**config.mk**
```make
export PLATFORM = sky130hd
export DESIGN_NAME = vi_controller_flat
export DESIGN_NICKNAME = d
export VERILOG_FILES = /design/src/rtl/altair_pkg.sv /design/src/rtl/vi_controller_if.sv /design/src/rtl/prio_enc8.sv /design/src/rtl/vi_controller.sv /design/src/flat_wrapper.sv
export SDC_FILE = /design/constraint.sdc
export NUM_CORES = 1
export LEC_CHECK = 0
export CORE_MARGIN = 4
export CORE_UTILIZATION = 55
export DETAILED_ROUTE_END_ITERATION = 7
export GPL_TIMING_DRIVEN = 1
export PLACE_DENSITY_LB_ADDON = 0.08
export SETUP_SLACK_MARGIN = 0.02
export SYNTH_ARGS = -nofsm -noshare
export SYNTH_HDL_FRONTEND = slang
export SYNTH_SLANG_ARGS = --single-unit
```
**constraint.sdc**
```tcl
create_clock -name clk -period 2.1 [get_ports clk]
set_input_delay 0.315 -clock clk [delete_from_list [all_inputs] [get_ports clk]]
set_output_delay 0.315 -clock clk [all_outputs]
set_load 0.01 [all_outputs]
```
**src/rtl/altair_pkg.sv**
```systemverilog
// Shared Altair definitions: vectored-interrupt port map, FSM states and
// the RST opcode builder used by vi_controller.
package altair_pkg;

    // RST n opcode is 11nnn111; RST 0 is the base value.
    localparam logic [7:0] RST_BASE = 8'hC7;

    // I/O port offsets within the interrupt controller.
    localparam logic VI_PORT_MASK = 1'b0;
    localparam logic VI_PORT_CTRL = 1'b1;

    typedef enum logic {
        IDLE = 1'b0,
        ACK  = 1'b1
    } vi_state_t;

    // Build the RST opcode that vectors the CPU to line lvl.
    function automatic logic [7:0] rst_opcode(input logic [2:0] lvl);
        return RST_BASE | {2'b00, lvl, 3'b000};
    endfunction

endpackage

```
**src/rtl/vi_controller_if.sv**
```systemverilog
// CPU-side bus of the vectored interrupt controller: I/O port access,
// interrupt request and interrupt-acknowledge handshake.
interface vi_controller_if;
    logic       inta_n;
    logic       rd;
    logic       we;
    logic       addr;
    logic [7:0] data_in;
    logic [7:0] data_out;
    logic       ack_rd;
    logic       intr;
    logic       vec_valid;

    // CPU / top-level decode side
    modport master (
        output inta_n, rd, we, addr, data_in, ack_rd,
        input  data_out, intr, vec_valid
    );

    // Interrupt controller side
    modport slave (
        input  inta_n, rd, we, addr, data_in, ack_rd,
        output data_out, intr, vec_valid
    );
endinterface

```
**src/rtl/prio_enc8.sv**
```systemverilog
// Fixed-priority 8-to-3 encoder: bit 7 wins, any flags a non-zero input.
module prio_enc8 (
    input  logic [7:0] req,
    output logic [2:0] idx,
    output logic       any
);

    // Index of the highest set request bit (0 when none set).
    always_comb begin
        idx = 3'd0;
        casez (req)
            8'b1???????: idx = 3'd7;
            8'b01??????: idx = 3'd6;
            8'b001?????: idx = 3'd5;
            8'b0001????: idx = 3'd4;
            8'b00001???: idx = 3'd3;
            8'b000001??: idx = 3'd2;
            8'b0000001?: idx = 3'd1;
            8'b00000001: idx = 3'd0;
            default:     idx = 3'd0;
        endcase
    end

    assign any = |req;

endmodule

```
**src/rtl/vi_controller.sv**
```systemverilog
// Eight-line vectored interrupt controller answering the i8080
// interrupt-acknowledge cycle with an RST n opcode.
module vi_controller
    import altair_pkg::*;
#(
    parameter logic [7:0] RESET_MASK = 8'hFF
) (
    input  logic           clk,
    input  logic           reset,
    input  logic [7:0]     irq,
    vi_controller_if.slave bus
);

    logic [7:0] irq_q_r;
    logic [7:0] pending_r;
    logic [7:0] mask_r;
    logic       enable_r;
    logic [2:0] cur_level_r;
    logic       spurious_r;
    vi_state_t  state_r;
    logic       inta_q_r;
    logic       intr_r;
    logic       vec_valid_r;
    logic [7:0] data_out_r;

    logic [7:0] rise_s;
    logic [7:0] active_s;
    logic [2:0] level_s;
    logic       any_s;
    logic [2:0] new_level_s;
    logic       inta_fall_s;
    logic       wr_mask_s;
    logic       wr_ctrl_s;
    logic       clr_all_s;
    logic       ack_done_s;
    logic       clr_line_s;
    logic [7:0] clr_vec_s;
    logic [7:0] pending_nx_s;
    logic       ack_hit_s;
    logic [2:0] ack_lvl_s;
    logic [7:0] rd_data_s;

    assign rise_s      = irq & ~irq_q_r;
    assign active_s    = pending_r & ~mask_r;

    prio_enc8 u_prio (
        .req (active_s),
        .idx (level_s),
        .any (any_s)
    );

    // A spurious acknowledge (nothing active) vectors to RST 7.
    assign new_level_s = any_s ? level_s : 3'd7;
    assign inta_fall_s = inta_q_r & ~bus.inta_n;

    assign wr_mask_s   = bus.we & (bus.addr == VI_PORT_MASK);
    assign wr_ctrl_s   = bus.we & (bus.addr == VI_PORT_CTRL);
    assign clr_all_s   = wr_ctrl_s & bus.data_in[6];

    assign ack_done_s  = (state_r == ACK) & bus.inta_n;
    assign clr_line_s  = ack_done_s & ~spurious_r;
    assign clr_vec_s   = clr_line_s ? (8'h01 << cur_level_r) : 8'h00;

    // New edges are ORed in last so a set always beats a same-cycle clear.
    assign pending_nx_s = (clr_all_s ? 8'h00 : (pending_r & ~clr_vec_s)) | rise_s;

    // An acknowledge read is honoured in ACK, or on the very cycle inta_n falls.
    assign ack_hit_s = bus.ack_rd &
                       (((state_r == ACK) & ~bus.inta_n) |
                        ((state_r == IDLE) & inta_fall_s));
    assign ack_lvl_s = (state_r == ACK) ? cur_level_r : new_level_s;

    // Port read data selection.
    always_comb begin
        rd_data_s = 8'h00;
        case (bus.addr)
            VI_PORT_MASK: rd_data_s = pending_r;
            VI_PORT_CTRL: rd_data_s = {enable_r, (state_r == ACK), 3'b000, cur_level_r};
            default:      rd_data_s = 8'h00;
        endcase
    end

    // Request capture, registers, acknowledge FSM and registered outputs.
    always_ff @(posedge clk) begin
        if (reset) begin
            irq_q_r     <= 8'h00;
            pending_r   <= 8'h00;
            mask_r      <= RESET_MASK;
            enable_r    <= 1'b0;
            cur_level_r <= 3'd0;
            spurious_r  <= 1'b0;
            state_r     <= IDLE;
            inta_q_r    <= 1'b1;
            intr_r      <= 1'b0;
            vec_valid_r <= 1'b0;
            data_out_r  <= 8'h00;
        end else begin
            irq_q_r   <= irq;
            inta_q_r  <= bus.inta_n;
            pending_r <= pending_nx_s;

            if (wr_mask_s) begin
                mask_r <= bus.data_in;
            end else begin
                mask_r <= mask_r;
            end

            if (wr_ctrl_s) begin
                enable_r <= bus.data_in[7];
            end else begin
                enable_r <= enable_r;
            end

            intr_r <= enable_r & any_s & (state_r == IDLE);

            case (state_r)
                IDLE: begin
                    if (inta_fall_s) begin
                        state_r     <= ACK;
                        cur_level_r <= new_level_s;
                        spurious_r  <= ~any_s;
                    end else begin
                        state_r     <= IDLE;
                    end
                end
                ACK: begin
                    if (bus.inta_n) begin
                        state_r <= IDLE;
                    end else begin
                        state_r <= ACK;
                    end
                end
                default: begin
                    state_r <= IDLE;
                end
            endcase

            if (ack_hit_s) begin
                data_out_r  <= rst_opcode(ack_lvl_s);
                vec_valid_r <= 1'b1;
            end else if (ack_done_s) begin
                vec_valid_r <= 1'b0;
            end else if (bus.rd) begin
                data_out_r  <= rd_data_s;
                vec_valid_r <= 1'b0;
            end else begin
                data_out_r  <= data_out_r;
                vec_valid_r <= vec_valid_r;
            end
        end
    end

    assign bus.data_out  = data_out_r;
    assign bus.intr      = intr_r;
    assign bus.vec_valid = vec_valid_r;

endmodule

```
**src/flat_wrapper.sv**
```systemverilog
// flat-port wrapper written by rule: the top's interface ports become plain ports
module vi_controller_flat import altair_pkg::*;
#(
    parameter logic [7:0] RESET_MASK = 8'hFF
)
  (clk, reset, irq, bus_inta_n, bus_rd, bus_we, bus_addr, bus_data_in, bus_ack_rd, bus_data_out, bus_intr, bus_vec_valid);
  vi_controller_if bus_i ();
  input  logic clk;
  input  logic reset;
  input  logic [7:0] irq;
  input wire logic [$bits(bus_i.inta_n)-1:0] bus_inta_n;
  input wire logic [$bits(bus_i.rd)-1:0] bus_rd;
  input wire logic [$bits(bus_i.we)-1:0] bus_we;
  input wire logic [$bits(bus_i.addr)-1:0] bus_addr;
  input wire logic [$bits(bus_i.data_in)-1:0] bus_data_in;
  input wire logic [$bits(bus_i.ack_rd)-1:0] bus_ack_rd;
  output wire logic [$bits(bus_i.data_out)-1:0] bus_data_out;
  output wire logic [$bits(bus_i.intr)-1:0] bus_intr;
  output wire logic [$bits(bus_i.vec_valid)-1:0] bus_vec_valid;
  assign bus_i.inta_n = bus_inta_n;
  assign bus_i.rd = bus_rd;
  assign bus_i.we = bus_we;
  assign bus_i.addr = bus_addr;
  assign bus_i.data_in = bus_data_in;
  assign bus_i.ack_rd = bus_ack_rd;
  assign bus_data_out = bus_i.data_out;
  assign bus_intr = bus_i.intr;
  assign bus_vec_valid = bus_i.vec_valid;
  vi_controller #(.RESET_MASK(RESET_MASK)) u_core (.clk(clk), .reset(reset), .irq(irq), .bus(bus_i));
endmodule
```
==> impl_metrics.ini, run 1 <==
[run_status]
status = completed

[sta]
worst_pin_slew_ps = 525
hold_viol_final = 0
rsz0062_at_grt = no
post-route-period-util_pct = 78.5
whs_ps = 422
finalSetupTns_ps = 0
finalCriticalPeriod_ps = 1650
slew_violations = 0
finClkSkew_ps = 12.6
maxSlewHeadroom_pct = 65.0
max_freq_mhz = 607
finalSetupViolations = 0

[routing]
drcViolationCount = 0
viasPerCell = 5.66
wl_um = 3980
vias = 1523
ant_nets = 0
drt-initial-drc-count = 107
wl_per_cell_um = 14.8
drtPass1Iterations = 4

[clocking]
clk_pin_slew_ps = 120
cts_tree = yes
cts_resized = 0
cts_hold_buf = 0
clockBufferDepth = 2
post_cts_buffers = 0
clkSinkCount = 41
cts_buffers = 5
insertion_delay_ps = 360
clockRootBuffer = clkbuf_4
h-tree-depth = 2

[place]
dpl.hpwl_um = 3080
finalWeightedCongestion = 0.889
portBuffers = 32
dpl.cell_count = 261

[global_route]
grt_pass1_wl_um = 6870
grt_usage_pct = 20.6
gr-total-overflow = 0
grt_max_degree = 20
antenna_found_initial = 0
grt_pass1_vias = 1589

[yosys]
synth_warnings = 0
ys_ff_latch = 41
yosysSeqAreaShare_pct = 45.5
synth.net_count = 214
avgSynthCellArea_um2 = 9.44
synthDistinctLibCells = 48
syn-cell-area_mm2 = 0.00180
syn-instance-count = 191

[setup_path]
cp_max_fo = 15
crit_chain = o21a_1, a2bb2oi_1, nor2_1, a211oi_1
crit_path_end_kind = flop
arrival_ps = 1930
rr_worst_depth = 4
reg2reg_to = u_core.bus.data_out[1]
r2r_setup_slack_ps = 450
critPathMaxStageDelay_ps = 630
worstPathRequired_ps = 2380
startpoint_type = flop
worstSetupPathType = reg -> reg
crit_slowest_cell = dfxtp_1
reg2reg_from = u_core.state_r

[final_layout]
num_antenna_cells = 0
multi_input_area_um2 = 903
final_cell_mix = 41 x dfxtp_1, 32 x clkdlybuf4s50_1, 21 x nand2_1, 16 x nand2b_1
fin_util_pct = 72.1
final_cells = 269
regArea_um2 = 821
final_common_cell = dfxtp_1
fin_nets = 247
syn2layout_area_growth_pct = 24.1
drive_gt1_share_pct = 8.44
fillers = 271

[floorplan]
fp.coreArea_mm2 = 0.00310
num_rows = 20
die_y_um = 65.3
die_w_um = 65.3
die_area_mm2 = 0.00426
start_util_pct = 58.1
ioPinCount = 33

[min_path]
whs_endpoint = u_core.pending_r[0]
worstHoldStart = u_core.irq_q_r[0]
hold_depth = 1
hold_path.class = reg -> reg

[pwr]
peakVddDrop_v = 0.000650
power.density_mw_per_mm2 = 721
leakagePower_nw = 0.876

[flow_run]
maxCapViolations = 0
[cell type report]
class | instances | area share, %
inverters | 11 | 1.85
clock buffers | 7 | 2.91
clock inverters | 1 | 0.391
well taps | 44 | 2.46
multi-input cells | 130 | 40.4
repair buffers | 35 | 15.3
flip-flops and latches | 41 | 36.7
[through the flow]
stage / power [mW] / setup slack (ps) / area (µm²)
4_1_cts: 1.62 / 432 / 2240
6_report: 1.61 / 452 / 2240
2_1_floorplan: 1.05 / 787 / 1800
5_1_grt: 1.69 / 320 / 2240
3_5_place_dp: 1.18 / 200 / 2160
3_3_place_gp: 1.17 / 250 / 2160
[state kept, by name (all words and copies together), names as in the netlist]
name and flops:
u_core.bus.data_out 8, u_core.irq_q_r 8, u_core.mask_r 8, u_core.pending_r 8, u_core.cur_level_r 3, u_core.bus.intr 1, u_core.bus.vec_valid 1, u_core.enable_r 1
u_core.inta_q_r 1, u_core.spurious_r 1, u_core.state_r 1
[per-layer routing]
metal	part of all wire (%)	track usage, %
met2	50	36.8
met4	2.4	7.51
met3	5.8	6.67
met1	42	22.7
met5	0	0
[power by group]
group / switching (mW) / internal, mW / total [mW]
clock: 0.253 / 0.200 / 0.453
sequential: 0.0508 / 0.836 / 0.887
combinational: 0.124 / 0.149 / 0.273
total: 0.428 / 1.18 / 1.61
[cells by family (layout without fill, tap and decap cells)]
family,count (synthesis),count (layout),share of synthesized area (%)
AOI/OAI and AO/OA,48,48,22.4
muxes,9,9,5.00
DFF,41,41,45.5
and+or+nand+nor,73,73,22.7
buffers and inverters,20,54,4.37
[synth_stat cells (all sizes together)]
library cell	count	area [µm²]
nor2	8	30.0
o2111ai	1	8.76
nand2	21	78.8
nand4	1	6.26
nor2b	13	91.3
nor3	1	5.00
dfxtp	41	821
o41ai	1	8.76
a211oi	7	52.6
o21ai	6	30.0
or2	2	12.5
nor3b	1	7.51
a31oi	2	18.8
o311ai	2	17.5
inv	11	41.3
a2bb2oi	1	8.76
a2111oi	2	42.5
nor4bb	1	10.0
o41a	1	11.3
o2bb2ai	1	8.76
and4	1	8.76
mux2i	9	90.1
o21a	1	7.51
nand3	2	10.0
o21bai	1	7.51
nand4b	1	8.76
a311oi	2	17.5
a221oi	1	15.0
buf	5	22.5
o221a	1	11.3
nand3b	1	7.51
o311a	1	10.0
a211o	3	26.3
nand2b	16	100
and2	1	6.26
o22ai	1	6.26
o211ai	6	45.0
clkbuf	4	15.0
and3b	3	26.3
a222oi	1	10.0
a32o	2	20.0
a21oi	4	20.0
[critical path: cells and delay by family, from the launching register on]
| kind | cells | cell delay [ps] |
|---|---|---|
| flip-flops | 1 | 630 |
| AND/OR/NAND/NOR | 1 | 90 |
| AO/OA/AOI/OAI | 3 | 860 |
[worst max-delay path by stage]
stage	startpoint	end	slack [ps]	depth (start not counted)
floorplan	u_core.pending_r[1]	u_core.bus.data_out[3]	790	4
global placement	bus_inta_n	u_core.cur_level_r[1]	250	5
detailed placement	bus_inta_n	u_core.cur_level_r[1]	200	5
CTS	u_core.state_r	u_core.bus.data_out[1]	430	4
global route	u_core.state_r	u_core.bus.data_out[7]	320	4
finish	u_core.state_r	u_core.bus.data_out[1]	450	4
(Power assumes the default switching activity.)
==> run 2: changes to the inputs <==
Settings changed: CORE_UTILIZATION 55 to 46.
Clock period 2.1 ns to 1.48 ns, I/O delays scaled along.
==> run 2 against run 1 <==
Total power up 50%. Fmax up 15%. Non-clock buffer count up 23. Setup slack worse by 410 ps. Global-route usage down 2.7 points. Via count up 3.9%. First-iteration DRC count down 38%. Combinational power up 77%. Sequential power up 41%. Largest power group unchanged. Die area up 17%. Clock skew down 8.2 ps. Cell count up 10%.
==> impl_metrics.ini, run 2 (synthesis gave the netlist of run 1 again) <==
[run_status]
status = completed

[floorplan]
start_util_pct = 48.5
ioPinCount = 33
die_area_mm2 = 0.00499
num_rows = 22
fp.coreArea_mm2 = 0.00372
die_w_um = 70.6
die_y_um = 70.6

[setup_path]
arrival_ps = 1620
startpoint_type = flop
worstSetupStartpoint = u_core.pending_r[3]
cp_max_fo = 5
r2r_setup_slack_ps = 40
worstSetupPathType = reg -> reg
reg2reg_from = u_core.pending_r[3]
reg2reg_to = u_core.bus.data_out[5]
crit_path_end_kind = flop
worstPathRequired_ps = 1670
rr_worst_depth = 5

[final_layout]
num_antenna_cells = 0
final_common_cell = dfxtp_1
syn2layout_area_growth_pct = 37.5
final_area_mm2 = 0.00248
fin_nets = 270
drive_gt1_share_pct = 20.6
final_cell_mix = 36 x dfxtp_1, 32 x clkdlybuf4s50_1, 25 x buf_4, 21 x nand2_1, 16 x nand2b_1

[pwr]
p_sw_mw = 0.625
power.share.clock_pct = 28.7
p_int_mw = 1.80
seqPwrFrac_pct = 51.4
power_frac_comb_pct = 19.9
switching_share_pct = 25.8
peakVddDrop_v = 0.000673
total_power_mw = 2.42
leakagePower_nw = 1.00
power.density_mw_per_mm2 = 977

[sta]
slew_violations = 0
finClkSkew_ps = 4.45
layout_setup_ws_ps = 45.0
post-route-period-util_pct = 97.0
hold_viol_final = 0
finalCriticalPeriod_ps = 1440
worst_pin_slew_ps = 344
rsz0062_at_grt = yes
maxSlewHeadroom_pct = 77.0
finalSetupViolations = 0
max_freq_mhz = 697
finalSetupTns_ps = 0

[place]
finalWeightedCongestion = 0.883
portBuffers = 32
dpl_worst_slack_ps = -214
dpl.hpwl_um = 3240
postPlaceCellArea_mm2 = 0.00235

[min_path]
whs_endpoint = u_core.pending_r[0]
hold_depth = 1
hold_path.class = reg -> reg
worstHoldStart = u_core.irq_q_r[0]

[routing]
drcViolationCount = 0
vias = 1583
drt-initial-drc-count = 66
wl_per_cell_um = 14.0
drtPass1Iterations = 4
viasPerCell = 5.35
wl_um = 4160
ant_nets = 0

[global_route]
gr-total-overflow = 0
grt_usage_pct = 17.9
grt_pass1_vias = 1568
grt_max_degree = 20
antenna_found_initial = 0
grt_pass1_wl_um = 7150

[clocking]
cts_buffers = 5
cts_tree = yes
insertion_delay_ps = 290
cts_hold_buf = 0
clkSinkCount = 41
clockBufferDepth = 2
h-tree-depth = 2
clk_pin_slew_ps = 70
clockRootBuffer = clkbuf_8

[flow_run]
maxCapViolations = 0
run 2: worst max-delay path by stage:
stage,depth (start not counted),to
after floorplan,4,u_core.bus.data_out[3]
after global placement,5,u_core.bus.data_out[3]
after detailed placement,5,u_core.bus.data_out[3]
after CTS,4,u_core.bus.data_out[3]
after global routing,5,u_core.pending_r[0]
final,5,u_core.bus.data_out[5]
run 2: layout make-up:
cell class,instances,area (µm²)
clock buffers,7,76.3
clock inverters,1,7.51
flip-flops and latches,41,827
repair buffers,58,528
fillers,340,1240
well taps,48,60.1
inverters,11,41.3
multi-input cells,130,938
run 2: layer usage:
metal	wire, µm	GRT usage, %	vias up
li1	-	-	799
met1	1810	21.1	736
met2	2040	30.4	40
met3	228	5.54	8
met4	77	7.31	0
met5	0	0	-
run 2: worst max-delay path: stages, from the launching register on:
cell and delay [ps]:
dfxtp_2 340, nor2b_4 220, a2111oi_4 70, buf_4 170, o41a_1 320, o221a_1 210
run 2: power by group through the flow:
stage               Combinational [mW]  Clock, mW  Sequential [mW]
floorplan                        0.233          0             1.26
global placement                 0.463          0             1.26
detailed placement               0.469          0             1.27
CTS                              0.473      0.718             1.24
global route                     0.526      0.781             1.26
finish                           0.482      0.694             1.25
run 2: timing repair:
action                     CTS  global route
pin swaps                    0             4
gates resized for setup      1            12
buffers inserted             0             1
setup endpoints to repair    2             8
run 2: through the flow:
stage	hold WS, ps	std cells	util (%)
finish	407	296	66.7
global route	425	296	66.7
CTS	407	295	65.6
detailed placement	398	287	63.1
global placement	398	287	63.1
floorplan	329	191	-
